File: config.mk
export PLATFORM = sky130hd
export DESIGN_NAME = alu_share_arb_flat
export DESIGN_NICKNAME = d
export VERILOG_FILES = /design/src/rtl/alu_pkg.sv /design/src/rtl/alu_share_arb_if.sv /design/src/rtl/alu_share_arb_alu.sv /design/src/rtl/alu_share_arb_rr_grant.sv /design/src/rtl/alu_share_arb.sv /design/src/flat_wrapper.sv
export SDC_FILE = /design/constraint.sdc
export NUM_CORES = 1
export LEC_CHECK = 0
export CELL_PAD_IN_SITES_DETAIL_PLACEMENT = 0
export CELL_PAD_IN_SITES_GLOBAL_PLACEMENT = 2
export CORE_MARGIN = 3
export CORE_UTILIZATION = 34
export CTS_CLUSTER_SIZE = 24
export DETAILED_ROUTE_END_ITERATION = 16
export GPL_TIMING_DRIVEN = 0
export PLACE_DENSITY_LB_ADDON = 0.1
export SYNTH_ARGS = -nofsm -noshare
export SYNTH_HDL_FRONTEND = slang
export SYNTH_SLANG_ARGS = --single-unit
File: constraint.sdc
create_clock -name clk -period 11.2 [get_ports clk]
set_input_delay 1.12 -clock clk [delete_from_list [all_inputs] [get_ports clk]]
set_output_delay 1.12 -clock clk [all_outputs]
set_load 0.01 [all_outputs]
File: src/rtl/alu_pkg.sv
// Shared ALU definitions: operand width, op-code encoding and the legality check.
package alu_pkg;

    localparam int XLEN       = 32;
    localparam int ALU_OP_W   = 4;
    localparam int ALU_OP_MAX = 6;

    typedef enum logic [ALU_OP_W-1:0] {
        ALU_ADD = 4'd0,
        ALU_SUB = 4'd1,
        ALU_AND = 4'd2,
        ALU_OR  = 4'd3,
        ALU_XOR = 4'd4,
        ALU_SLL = 4'd5,
        ALU_SRL = 4'd6
    } alu_op_e;

    function automatic logic alu_op_legal(input logic [ALU_OP_W-1:0] op);
        return op <= ALU_OP_W'(ALU_OP_MAX);
    endfunction

endpackage

File: src/rtl/alu_share_arb_if.sv
// Requester and response channels of the shared-ALU arbiter.
// With ALU_SHARE_ARB_ERR_EN defined the response also carries rsp_err.
interface alu_share_arb_if
    import alu_pkg::*;
#(
    parameter int NREQ = 2,
    parameter int IDW  = (NREQ > 1) ? $clog2(NREQ) : 1
) ();

    logic [NREQ-1:0]          req_valid;
    logic [NREQ-1:0]          req_ready;
    logic [NREQ*XLEN-1:0]     req_a;
    logic [NREQ*XLEN-1:0]     req_b;
    logic [NREQ*ALU_OP_W-1:0] req_op;
    logic                     rsp_valid;
    logic                     rsp_ready;
    logic [XLEN-1:0]          rsp_result;
    logic [IDW-1:0]           rsp_id;
`ifdef ALU_SHARE_ARB_ERR_EN
    logic                     rsp_err;

    modport master (
        output req_valid, req_a, req_b, req_op, rsp_ready,
        input  req_ready, rsp_valid, rsp_result, rsp_id, rsp_err
    );
    modport slave (
        input  req_valid, req_a, req_b, req_op, rsp_ready,
        output req_ready, rsp_valid, rsp_result, rsp_id, rsp_err
    );
`else
    modport master (
        output req_valid, req_a, req_b, req_op, rsp_ready,
        input  req_ready, rsp_valid, rsp_result, rsp_id
    );
    modport slave (
        input  req_valid, req_a, req_b, req_op, rsp_ready,
        output req_ready, rsp_valid, rsp_result, rsp_id
    );
`endif

endinterface

File: src/rtl/alu_share_arb_alu.sv
// Purely combinational 32-bit ALU; unassigned op codes produce zero.
module alu
    import alu_pkg::*;
(
    input  logic [XLEN-1:0]     a,
    input  logic [XLEN-1:0]     b,
    input  logic [ALU_OP_W-1:0] op,
    output logic [XLEN-1:0]     y
);

    always_comb begin
        y = '0;
        case (op)
            ALU_ADD: y = a + b;
            ALU_SUB: y = a - b;
            ALU_AND: y = a & b;
            ALU_OR:  y = a | b;
            ALU_XOR: y = a ^ b;
            ALU_SLL: y = a << b[4:0];
            ALU_SRL: y = a >> b[4:0];
            default: y = '0;
        endcase
    end

endmodule

File: src/rtl/alu_share_arb_rr_grant.sv
// Round-robin grant: first set request found scanning from ptr upward, wrapping.
module rr_grant #(
    parameter int NREQ = 2,
    parameter int IDW  = (NREQ > 1) ? $clog2(NREQ) : 1
) (
    input  logic [NREQ-1:0] req,
    input  logic [IDW-1:0]  ptr,
    output logic [NREQ-1:0] grant,
    output logic [IDW-1:0]  idx,
    output logic            any
);

    always_comb begin
        int          j;
        logic [IDW-1:0] jj;
        grant = '0;
        idx   = '0;
        any   = 1'b0;
        j     = 0;
        jj    = '0;
        for (int k = 0; k < NREQ; k++) begin
            j  = (int'(ptr) + k) % NREQ;
            jj = IDW'(j);
            if (!any && req[jj]) begin
                any       = 1'b1;
                grant[jj] = 1'b1;
                idx       = jj;
            end
        end
    end

endmodule

File: src/rtl/alu_share_arb.sv
// Round-robin time-sharing of one ALU among NREQ requesters with a registered response.
// Optional: ALU_SHARE_ARB_ERR_EN adds rsp_err flagging illegal op codes.
module alu_share_arb
    import alu_pkg::*;
#(
    parameter int NREQ = 2,
    parameter int IDW  = (NREQ > 1) ? $clog2(NREQ) : 1
) (
    input logic            clk,
    input logic            rst_n,
    alu_share_arb_if.slave bus
);

    logic [NREQ-1:0]     grant;
    logic [IDW-1:0]      gidx;
    logic                gany;
    logic                slot_free;
    logic                accept;
    logic [XLEN-1:0]     mux_a;
    logic [XLEN-1:0]     mux_b;
    logic [ALU_OP_W-1:0] mux_op;
    logic [XLEN-1:0]     alu_y;

    logic                rsp_valid_q, rsp_valid_d;
    logic [XLEN-1:0]     rsp_result_q, rsp_result_d;
    logic [IDW-1:0]      rsp_id_q, rsp_id_d;
    logic [IDW-1:0]      rr_ptr_q, rr_ptr_d;
`ifdef ALU_SHARE_ARB_ERR_EN
    logic                rsp_err_q, rsp_err_d;
`endif

    rr_grant #(.NREQ(NREQ), .IDW(IDW)) u_rr_grant (
        .req   (bus.req_valid),
        .ptr   (rr_ptr_q),
        .grant (grant),
        .idx   (gidx),
        .any   (gany)
    );

    // The slot is usable when empty or being drained this same cycle.
    assign slot_free     = !rsp_valid_q || bus.rsp_ready;
    assign bus.req_ready = (rst_n && slot_free) ? grant : '0;
    assign accept        = gany && slot_free;

    always_comb begin
        mux_a  = '0;
        mux_b  = '0;
        mux_op = '0;
        for (int i = 0; i < NREQ; i++) begin
            if (gidx == IDW'(i)) begin
                mux_a  = bus.req_a[i*XLEN +: XLEN];
                mux_b  = bus.req_b[i*XLEN +: XLEN];
                mux_op = bus.req_op[i*ALU_OP_W +: ALU_OP_W];
            end
        end
    end

    alu u_alu (
        .a  (mux_a),
        .b  (mux_b),
        .op (mux_op),
        .y  (alu_y)
    );

    always_comb begin
        rsp_valid_d  = rsp_valid_q;
        rsp_result_d = rsp_result_q;
        rsp_id_d     = rsp_id_q;
        rr_ptr_d     = rr_ptr_q;
`ifdef ALU_SHARE_ARB_ERR_EN
        rsp_err_d    = rsp_err_q;
`endif
        if (accept) begin
            rsp_valid_d  = 1'b1;
            rsp_result_d = alu_y;
            rsp_id_d     = gidx;
            rr_ptr_d     = (int'(gidx) == NREQ - 1) ? '0 : gidx + IDW'(1);
`ifdef ALU_SHARE_ARB_ERR_EN
            rsp_err_d    = !alu_op_legal(mux_op);
`endif
        end else if (bus.rsp_ready) begin
            rsp_valid_d  = 1'b0;
        end
    end

    always_ff @(posedge clk or negedge rst_n) begin
        if (!rst_n) begin
            rsp_valid_q  <= 1'b0;
            rsp_result_q <= '0;
            rsp_id_q     <= '0;
            rr_ptr_q     <= '0;
`ifdef ALU_SHARE_ARB_ERR_EN
            rsp_err_q    <= 1'b0;
`endif
        end else begin
            rsp_valid_q  <= rsp_valid_d;
            rsp_result_q <= rsp_result_d;
            rsp_id_q     <= rsp_id_d;
            rr_ptr_q     <= rr_ptr_d;
`ifdef ALU_SHARE_ARB_ERR_EN
            rsp_err_q    <= rsp_err_d;
`endif
        end
    end

    assign bus.rsp_valid  = rsp_valid_q;
    assign bus.rsp_result = rsp_result_q;
    assign bus.rsp_id     = rsp_id_q;
`ifdef ALU_SHARE_ARB_ERR_EN
    assign bus.rsp_err    = rsp_err_q;
`endif

endmodule
File: src/flat_wrapper.sv
// flat-port wrapper written by rule: the top's interface ports become plain ports
module alu_share_arb_flat import alu_pkg::*;
#(
    parameter int NREQ = 2,
    parameter int IDW  = (NREQ > 1) ? $clog2(NREQ) : 1
)
  (clk, rst_n, bus_req_valid, bus_req_a, bus_req_b, bus_req_op, bus_rsp_ready, bus_req_ready, bus_rsp_valid, bus_rsp_result, bus_rsp_id);
  alu_share_arb_if #(.NREQ(NREQ), .IDW(IDW)) bus_i ();
  input logic clk;
  input logic rst_n;
  input wire logic [$bits(bus_i.req_valid)-1:0] bus_req_valid;
  input wire logic [$bits(bus_i.req_a)-1:0] bus_req_a;
  input wire logic [$bits(bus_i.req_b)-1:0] bus_req_b;
  input wire logic [$bits(bus_i.req_op)-1:0] bus_req_op;
  input wire logic [$bits(bus_i.rsp_ready)-1:0] bus_rsp_ready;
  output wire logic [$bits(bus_i.req_ready)-1:0] bus_req_ready;
  output wire logic [$bits(bus_i.rsp_valid)-1:0] bus_rsp_valid;
  output wire logic [$bits(bus_i.rsp_result)-1:0] bus_rsp_result;
  output wire logic [$bits(bus_i.rsp_id)-1:0] bus_rsp_id;
  assign bus_i.req_valid = bus_req_valid;
  assign bus_i.req_a = bus_req_a;
  assign bus_i.req_b = bus_req_b;
  assign bus_i.req_op = bus_req_op;
  assign bus_i.rsp_ready = bus_rsp_ready;
  assign bus_req_ready = bus_i.req_ready;
  assign bus_rsp_valid = bus_i.rsp_valid;
  assign bus_rsp_result = bus_i.rsp_result;
  assign bus_rsp_id = bus_i.rsp_id;
  alu_share_arb #(.NREQ(NREQ), .IDW(IDW)) u_core (.clk(clk), .rst_n(rst_n), .bus(bus_i));
endmodule
# == Word-level counts from Yosys, hierarchy flattened ==
# Cells that the tools add are included.
# totals
ff_bits,35
out_inout_bits,36
# op_classes
addsub,4
magnitude_cmp,4
eq_ne,6
shift,2
n_mux,22
bitwise,4
reduce_logical,10
# ops
operator,n
case mux 32 bit (7 select lines),1
2-to-1 mux 32 bit,2
adder 32 bit,1
bitwise AND 32 bit,1
bitwise OR 32 bit,1
<< shifter 32 x 5 -> 32 bit,1
>> shifter 32 x 5 -> 32 bit,1
subtractor 32 bit,1
XOR 32 bit,1
2-to-1 mux 1 bit,13
== test 4 x 3 -> 1 bit (second input constant),3
== test 4 x 2 -> 1 bit (second input constant),2
2-to-1 mux 2 bit,3
logical AND 1 bit,5
== test 4 x 1 -> 1 bit (second input constant),1
zero test 4 bit,1
less-than comparator 1 x 2 -> 1 bit (second input constant),2
2-to-1 mux 4 bit,1
adder 1 bit (second input constant),2
demux 1 bit (select 1 bit),2
>= comparator 1 bit (second input constant),2
zero test 1 bit,2
bitwise OR 2 bit,1
nonzero test 2 bit,1
logical OR 1 bit,1

# == Longest topological paths before layout ==
# Gate-level depths: netlist of the first run.
# depth
depth_word,9
ltp_mapped,23
ltp_nobuf,19

# == By module ==
# A second synthesis of the first run with hierarchy kept.
# hier_totals
hier_cells,1258
area_unflattened_um2,9937.0
# by_module_without_submodules
module,n_inst,cells_each,area_per_inst_um2,seq_area_each_um2
alu,1,1099,7621.1,0.0
alu_share_arb,1,154,2283.4,875.8
rr_grant,1,5,32.5,0.0

# == Least setup slack after synthesis of the first run ==
# No wires, ideal clock.
# synth_path
path_type,in2reg
startpoint,in bus_req_valid[0]
endpoint,"reg u_core.rsp_result_q[30], in the netlist u_core.bus.rsp_result[30]"
setup_time_ns,0.087
arrival_time_ns,5.396
slack_ns,5.717
stages,21
path_buffers,7
cell_sequence,nand2b_1 buf_4 nand2_4 buf_4 buf_2 buf_2 buf_4 buf_4 buf_4 mux2i_1 inv_1 ha_1 a21o_1 a21o_1 a21o_1 or2_2 o31ai_1 o31ai_1 a22oi_1 mux2_2 o211ai_1
# synth_via
elab_chain_len,9
# synth_lines
element,line,text
start: declaration,flat_wrapper.sv:11,input wire logic [$bits(bus_i.req_valid)-1:0] bus_req_valid;
2-to-1 mux 1 bit (not written as such) (2 in a row),alu_share_arb_rr_grant.sv:24,if (!any && req[jj]) begin
2-to-1 mux 1 bit,alu_share_arb_rr_grant.sv:24,
zero test 1 bit,alu_share_arb_rr_grant.sv:24,
logical AND 1 bit,alu_share_arb_rr_grant.sv:24,
2-to-1 mux 1 bit,alu_share_arb_rr_grant.sv:24,
2-to-1 mux 32 bit / 2-to-1 mux 4 bit (equally long branches),alu_share_arb.sv:50,if (gidx == IDW'(i)) begin
subtractor 32 bit (tied with other cells),alu_share_arb_alu.sv:15,ALU_SUB: y = a - b;
case mux 32 bit (7 select lines),alu_share_arb_alu.sv:13,case (op)
end signal: assignment,alu_share_arb.sv:97,rsp_result_q <= rsp_result_d;
end: declaration,alu_share_arb.sv:25,"logic [XLEN-1:0] rsp_result_q, rsp_result_d;"
# Parallel ways exist; a longest one is shown, timed or not. The select of a mux whose other input is x is not followed.
# A chain may end at the register's enable or synchronous reset.

# == Worst setup path after layout of the first run ==
# layout_path
startpoint,in bus_req_valid[1]
endpoint,"reg u_core.rsp_result_q[30], in the netlist u_core.bus.rsp_result[30]"
# Same word-level chain as after synthesis.

==> results.cfg, run 1 <==
[status]
outcome = complete, no violations

[synthesis]
syn_avg_cell_area_um2 = 7.18
ys_ff_latch = 35
yosysSeqAreaShare_pct = 7.85
synth_cells = 1554
syn_area_mm2 = 0.0112
yosysWarnings = 0
syn-num-nets = 1792
async_flop_share_pct = 100
yosys.area.top_type = mux2i_1
yosys.area.top_type_share_pct = 15.1
synthTopCellsByArea = mux2i_1, ha_1, dfrtp_1
synth_ff_type = dfrtp_1
synthTopCellsByCount = mux2i_1, a21oi_1, nand2_1, nor2_1, o21ai_0
synth_edf_count = 0
ys_types = 83
yosysMostFrequentCell = mux2i_1

[finish]
final_cells = 2172
drive_gt1_share_pct = 9.96
fin_nets = 1974
area_delta_synth_final_pct = 22.1
post-route-util_pct = 42.6
fill_cells = 3402
antennaDiodeCount = 0
fin_area_mm2 = 0.0136

[clock_network]
clk_path_buf_depth = 2
clkLatencyLatePin_ns = 0.30
path_clk_slew_ns = 0.06
post-cts-setup-buffers = 0
cts_tree = yes
htreeDepth = 2
cts_root_buf = clkbuf_16
cts_resized = 0
hold_buffers = 0
cts_buffers = 5
cts_num_sinks = 35

[worst_hold_path]
hold_path.class = register to register
holdPathStages = 2
worstHoldStart = u_core.bus.rsp_result[8]
min_to = u_core.bus.rsp_result[8]

[timing]
post-route-min-period_ns = 8.70
relSlewSlack_pct = 15.8
hold_viol = 0
worstMarginPinSlew_ns = 1.26
fmax_ghz = 0.115
min_period_over_period_pct = 77.7
rsz0062_at_grt = no
maxSlewViolCount = 0
tns_ns = 0
setup_violations = 0
skew_ns = 0.00350

[die]
die-area_mm2 = 0.0350
coreArea_mm2 = 0.0320
die_h_um = 187
die_w_um = 187
row_count = 65
ios = 177
start_util_pct = 34.9

[critical_path]
rrSetupSlack_ns = 3.38
startpoint_type = input pin
crit_type = input pin to register
worstReg2RegEnd = u_core.bus.rsp_result[30]
worst_ep_required_time_ns = 11.41
r2r-start = u_core.rr_ptr_q
ff2ff_path_depth = 21
crit_path_end_kind = register
crit_arrival_ns = 8.91
crit_path_max_fanout = 10

[detailed_routing]
drtPass1Iterations = 7
avgViaCountPerCell = 6.54
ant_nets = 0
drcViolationCount = 0
wl_per_cell_um = 32.4
via_count = 14201
detail_route.iter0.violations = 1895
wl_um = 70400

[global_routing]
grt_pass1_vias = 13496
track_usage_pct = 38.0
grt_pass1_wl_um = 98200
antenna_found_initial = 1
grt_max_degree = 28
grt.overflow.total = 0

[placed_design]
dp_hpwl_um = 57400
dpl_cell_area_mm2 = 0.0135
placed_cells = 2164
place.gp.congestion = 1.01
io_buffer_count = 174

[power]
power_density_mw_per_mm2 = 101
p_leak_nw = 5.93
power.total_mw = 1.38
peakVddDrop_mv = 0.0686

[job]
maxCapViolations = 0
where the power goes:
part / switching [mW] / total (mW) / leakage [nW] / internal, mW
combinational: 0.682 / 1.05 / 5.37 / 0.372
sequential: 0.0129 / 0.154 / 0.471 / 0.141
clock: 0.0664 / 0.172 / 0.0838 / 0.105
critical path, cell delays in order:
cell             delay [ns]
clkdlybuf4s50_1        0.62
buf_2                  0.37
nand2_4                0.28
buf_4                  0.36
buf_2                  0.38
buf_2                  0.56
buf_4                  0.37
buf_4                  0.37
buf_4                  0.34
mux2i_1                0.78
inv_1                  0.17
ha_1                   0.27
a21oi_1                0.17
o21ai_0                0.25
a21oi_1                0.30
a31oi_1                0.25
o31ai_1                0.77
o31ai_1                0.21
a22oi_1                0.35
mux2_2                 0.39
o211ai_1               0.15
routing by layer:
layer  GRT usage, %  wire length (µm)
met3           8.56              7420
met2           56.0             28900
met1           52.1             29700
met4           18.7              4380
met5              0                 0
layout by cell type (no fill, tap or decap), types with 9 or more instances in the layout:
master / instances
inv_1: 71
o211ai_1: 24
mux2_2: 58
nand2b_1: 11
nor2b_1: 22
a22oi_1: 14
o221ai_1: 13
nand2_1: 138
mux2i_1: 168
o21ai_1: 11
o21a_1: 11
a211oi_1: 34
buf_4: 11
buf_2: 55
nand4_1: 9
a31oi_1: 16
clkdlybuf4s50_1: 173
nor3_1: 26
clkbuf_1: 32
nand3_1: 63
a21boi_0: 10
dfrtp_1: 35
o31ai_1: 13
ha_1: 96
a21o_1: 19
o21ai_0: 113
a221oi_1: 12
xnor2_1: 40
o22ai_1: 11
nor2_1: 116
a21oi_1: 147
and3_1: 18
flip-flops by register name, indices dropped and copies added, names as in the netlist:
register and cells:
u_core.bus.rsp_id 1, u_core.bus.rsp_valid 1, u_core.rr_ptr_q 1, u_core.bus.rsp_result 32
stage by stage:
| stage | setup slack [ns] | hold WS, ns |
|---|---|---|
| 3_3_place_gp | 2.46 | 0.484 |
| 2_1_floorplan | 5.72 | 0.516 |
| 3_5_place_dp | 2.49 | 0.489 |
| 5_1_grt | 2.52 | 0.532 |
| 6_report | 2.50 | 0.507 |
| 4_1_cts | 2.77 | 0.507 |
area by class of cell:
cell class                      instances  area, µm²  area share (%)
Buffer                                106        529            3.88
Timing Repair Buffer                  175       1760            12.9
Tap cell                              435        544            3.99
Sequential cell                        35        876            6.43
Inverter                               76        288            2.11
Multi-Input combinational cell       1337       9460            69.4
Clock inverter                          3       43.8           0.321
Clock buffer                            5        125           0.918
kinds of logic (layout without fill, tap and decap cells):
kind of cell,count (synthesis),in the layout,share of synthesized area [%]
compound gates,511,511,29.5
simple gates,451,451,19.1
mux,230,230,21.5
buf+inv,182,365,7.32
fa+ha+maj,97,97,10.9
xor+xnor,48,48,3.77
flops,35,35,7.85
how the worst max path moves through the flow:
stage / start / endpoint / slack, ns
4_1_cts: bus_req_valid[1] / u_core.bus.rsp_result[27] / 2.77
2_1_floorplan: bus_req_valid[0] / u_core.bus.rsp_result[30] / 5.72
6_report: bus_req_valid[1] / u_core.bus.rsp_result[30] / 2.50
3_5_place_dp: bus_req_valid[1] / u_core.bus.rsp_result[27] / 2.49
5_1_grt: bus_req_valid[0] / u_core.bus.rsp_result[30] / 2.52
3_3_place_gp: bus_req_valid[1] / u_core.bus.rsp_result[27] / 2.46
Power figures use the tool's default switching activity.
==> run 2, diff against run 1 <==
--- a/config.mk
+++ b/config.mk
@@ -8,7 +8,7 @@
 export CELL_PAD_IN_SITES_DETAIL_PLACEMENT = 0
 export CELL_PAD_IN_SITES_GLOBAL_PLACEMENT = 2
 export CORE_MARGIN = 3
-export CORE_UTILIZATION = 34
+export CORE_UTILIZATION = 32
 export CTS_CLUSTER_SIZE = 24
 export DETAILED_ROUTE_END_ITERATION = 16
 export GPL_TIMING_DRIVEN = 0
==> constraint.sdc (replaced) <==
create_clock -name clk -period 8.06 [get_ports clk]
set_input_delay 0.806 -clock clk [delete_from_list [all_inputs] [get_ports clk]]
set_output_delay 0.806 -clock clk [all_outputs]
set_load 0.01 [all_outputs]
==> run 2 against run 1 <==
- flip-flop and latch count did not move
- register-to-register slack got worse by 2.7 ns
- cell area rose by 0.28%
- worst hold slack got worse by 0.13 ns
- combinational power rose by 39%
- die area rose by 6.0%
- sequential power rose by 39%
- via count fell by 1.8%
- setup slack got worse by 2.4 ns
- clock power rose by 42%
- first-iteration DRC count fell by 1.8%
- highest routed layer unchanged
==> results.cfg, run 2 (same netlist as run 1, synthesis figures left out) <==
[clock_network]
path_clk_slew_ns = 0.07
cts_num_sinks = 35
htreeDepth = 2
cts_tree = yes
clk_path_buf_depth = 2
clkLatencyLatePin_ns = 0.29
cts_buffers = 5
hold_buffers = 0
cts_root_buf = clkbuf_16

[detailed_routing]
wl_um = 71000
routed.top_layer = met4
wl_per_cell_um = 32.5
m1WireLength_um = 30700
drtPass1Iterations = 6
ant_nets = 0
drcViolationCount = 0
detail_route.iter0.violations = 1860
route.met3.wl_um = 6500
via_count = 13948
wl_met2_um = 29500
avgViaCountPerCell = 6.38

[die]
coreArea_mm2 = 0.0340
die_h_um = 193
row_count = 67
die-area_mm2 = 0.0371
start_util_pct = 32.9
die_w_um = 193
ios = 177

[timing]
maxSlewViolCount = 0
hold_viol = 0
fmax_ghz = 0.126
relSlewSlack_pct = 23.7
post-route-min-period_ns = 7.94
rsz0062_at_grt = no
skew_ns = 0.00962
min_period_over_period_pct = 98.5
worstMarginPinSlew_ns = 1.13
setup_violations = 0
hold_ws_ns = 0.375

[critical_path]
crit_path_end_kind = register
worst_ep_required_time_ns = 8.27
worstSetupStartpoint = bus_req_valid[0]
crit_path_max_fanout = 10
startpoint_type = input pin
r2r-start = u_core.rr_ptr_q
crit_type = input pin to register
crit_arrival_ns = 8.15

[status]
outcome = complete, no violations

[finish]
area_delta_synth_final_pct = 22.5
drive_gt1_share_pct = 10.2
antennaDiodeCount = 0
final_common_cell = clkdlybuf4s50_1
largest_reg_flops = 32
final_cell_mix = clkdlybuf4s50_1, mux2i_1, a21oi_1
fill_cells = 3677
fin_nets = 1974

[power]
power.total_mw = 1.92
peakVddDrop_mv = 0.0718
power_density_mw_per_mm2 = 140
p_leak_nw = 5.93

[global_routing]
grt.overflow.total = 0
antenna_found_initial = 0
grt_pass1_wl_um = 98500
grt_max_degree = 29
grt_pass1_vias = 13439
track_usage_pct = 37.1

[placed_design]
dp_hpwl_um = 58300
place.gp.congestion = 0.996
io_buffer_count = 174

[worst_hold_path]
hold_path.class = input pin to asynchronous set/reset pin

[job]
maxCapViolations = 0
==> run 2: changes by cell type in the layout (fill, tap and decap cells not counted), sizes merged <==
cell	previous run	this run
clkbuf	37	39
buf	76	75
clkinv	2	1
==> run 2: layout make-up <==
type,count,area (µm²),share of cell area [%]
clock buffer,6,139,1.02
clock inverter,2,35.0,0.256
multi-input combinational,1337,9480,69.4
inverter,76,288,2.11
tap,448,561,4.10
buffer,106,532,3.89
timing repair buffer,175,1760,12.9
sequential,35,876,6.41
==> run 2: final timing paths <==
kind | to | slack, ns | depth (start not counted)
max reg2reg | u_core.bus.rsp_result[29] | 0.69 | 21
min reg2reg | u_core.bus.rsp_id | 0.48 | 2
min | u_core.bus.rsp_result[8] | 0.37 | 1
min in group clk | u_core.bus.rsp_id | 0.48 | 2
max | u_core.bus.rsp_result[29] | 0.12 | 22
max in group asynchronous | u_core.bus.rsp_result[29] | 7.22 | 2
==> run 2: per-layer routing <==
metal  track usage (%)  vias up
li1                  -     6138
met1              50.9     6837
met2              54.6      837
met3              7.81      136
met4              18.5        0
met5                 0        -
==> run 2: power breakdown <==
| part | switching (mW) | leakage [nW] | internal [mW] |
|---|---|---|---|
| logic | 0.941 | 5.37 | 0.518 |
| registers | 0.0182 | 0.471 | 0.195 |
| clock network | 0.0898 | 0.0868 | 0.154 |
==> run 2: stage by stage <==
step	cells	setup slack [ns]	TNS (ns)	area [µm²]	utilization [%]
floorplan	1554	2.89	0	11200	-
global placement	2176	-0.348	-1.26	13500	39.6
detailed placement	2177	-0.312	-0.834	13500	39.7
CTS	2185	0.0352	0	13700	40.2
global route	2185	0.104	0	13700	40.2
finish	2185	0.122	0	13700	40.2
==> run 2: timing repair <==
action | 4_1_cts | 5_1_grt
buffers inserted | 0 | 0
setup endpoints to repair | 1 | 6
resized for setup | 1 | 5
==> run 2: worst max-delay path, cell delays in order <==
cell	delay, ns
clkdlybuf4s50_1	0.54
nand2b_1	0.25
buf_4	0.31
nand2_4	0.28
buf_4	0.37
buf_2	0.39
clkbuf_4	0.47
buf_4	0.34
buf_4	0.36
buf_4	0.30
mux2i_1	0.68
inv_1	0.17
ha_1	0.41
o21ai_0	0.09
a21oi_1	0.37
nand4_1	0.15
a21oi_1	0.32
o21ai_0	0.30
a31o_2	0.37
o21ba_2	0.24
or4_1	0.48
o211ai_1	0.11
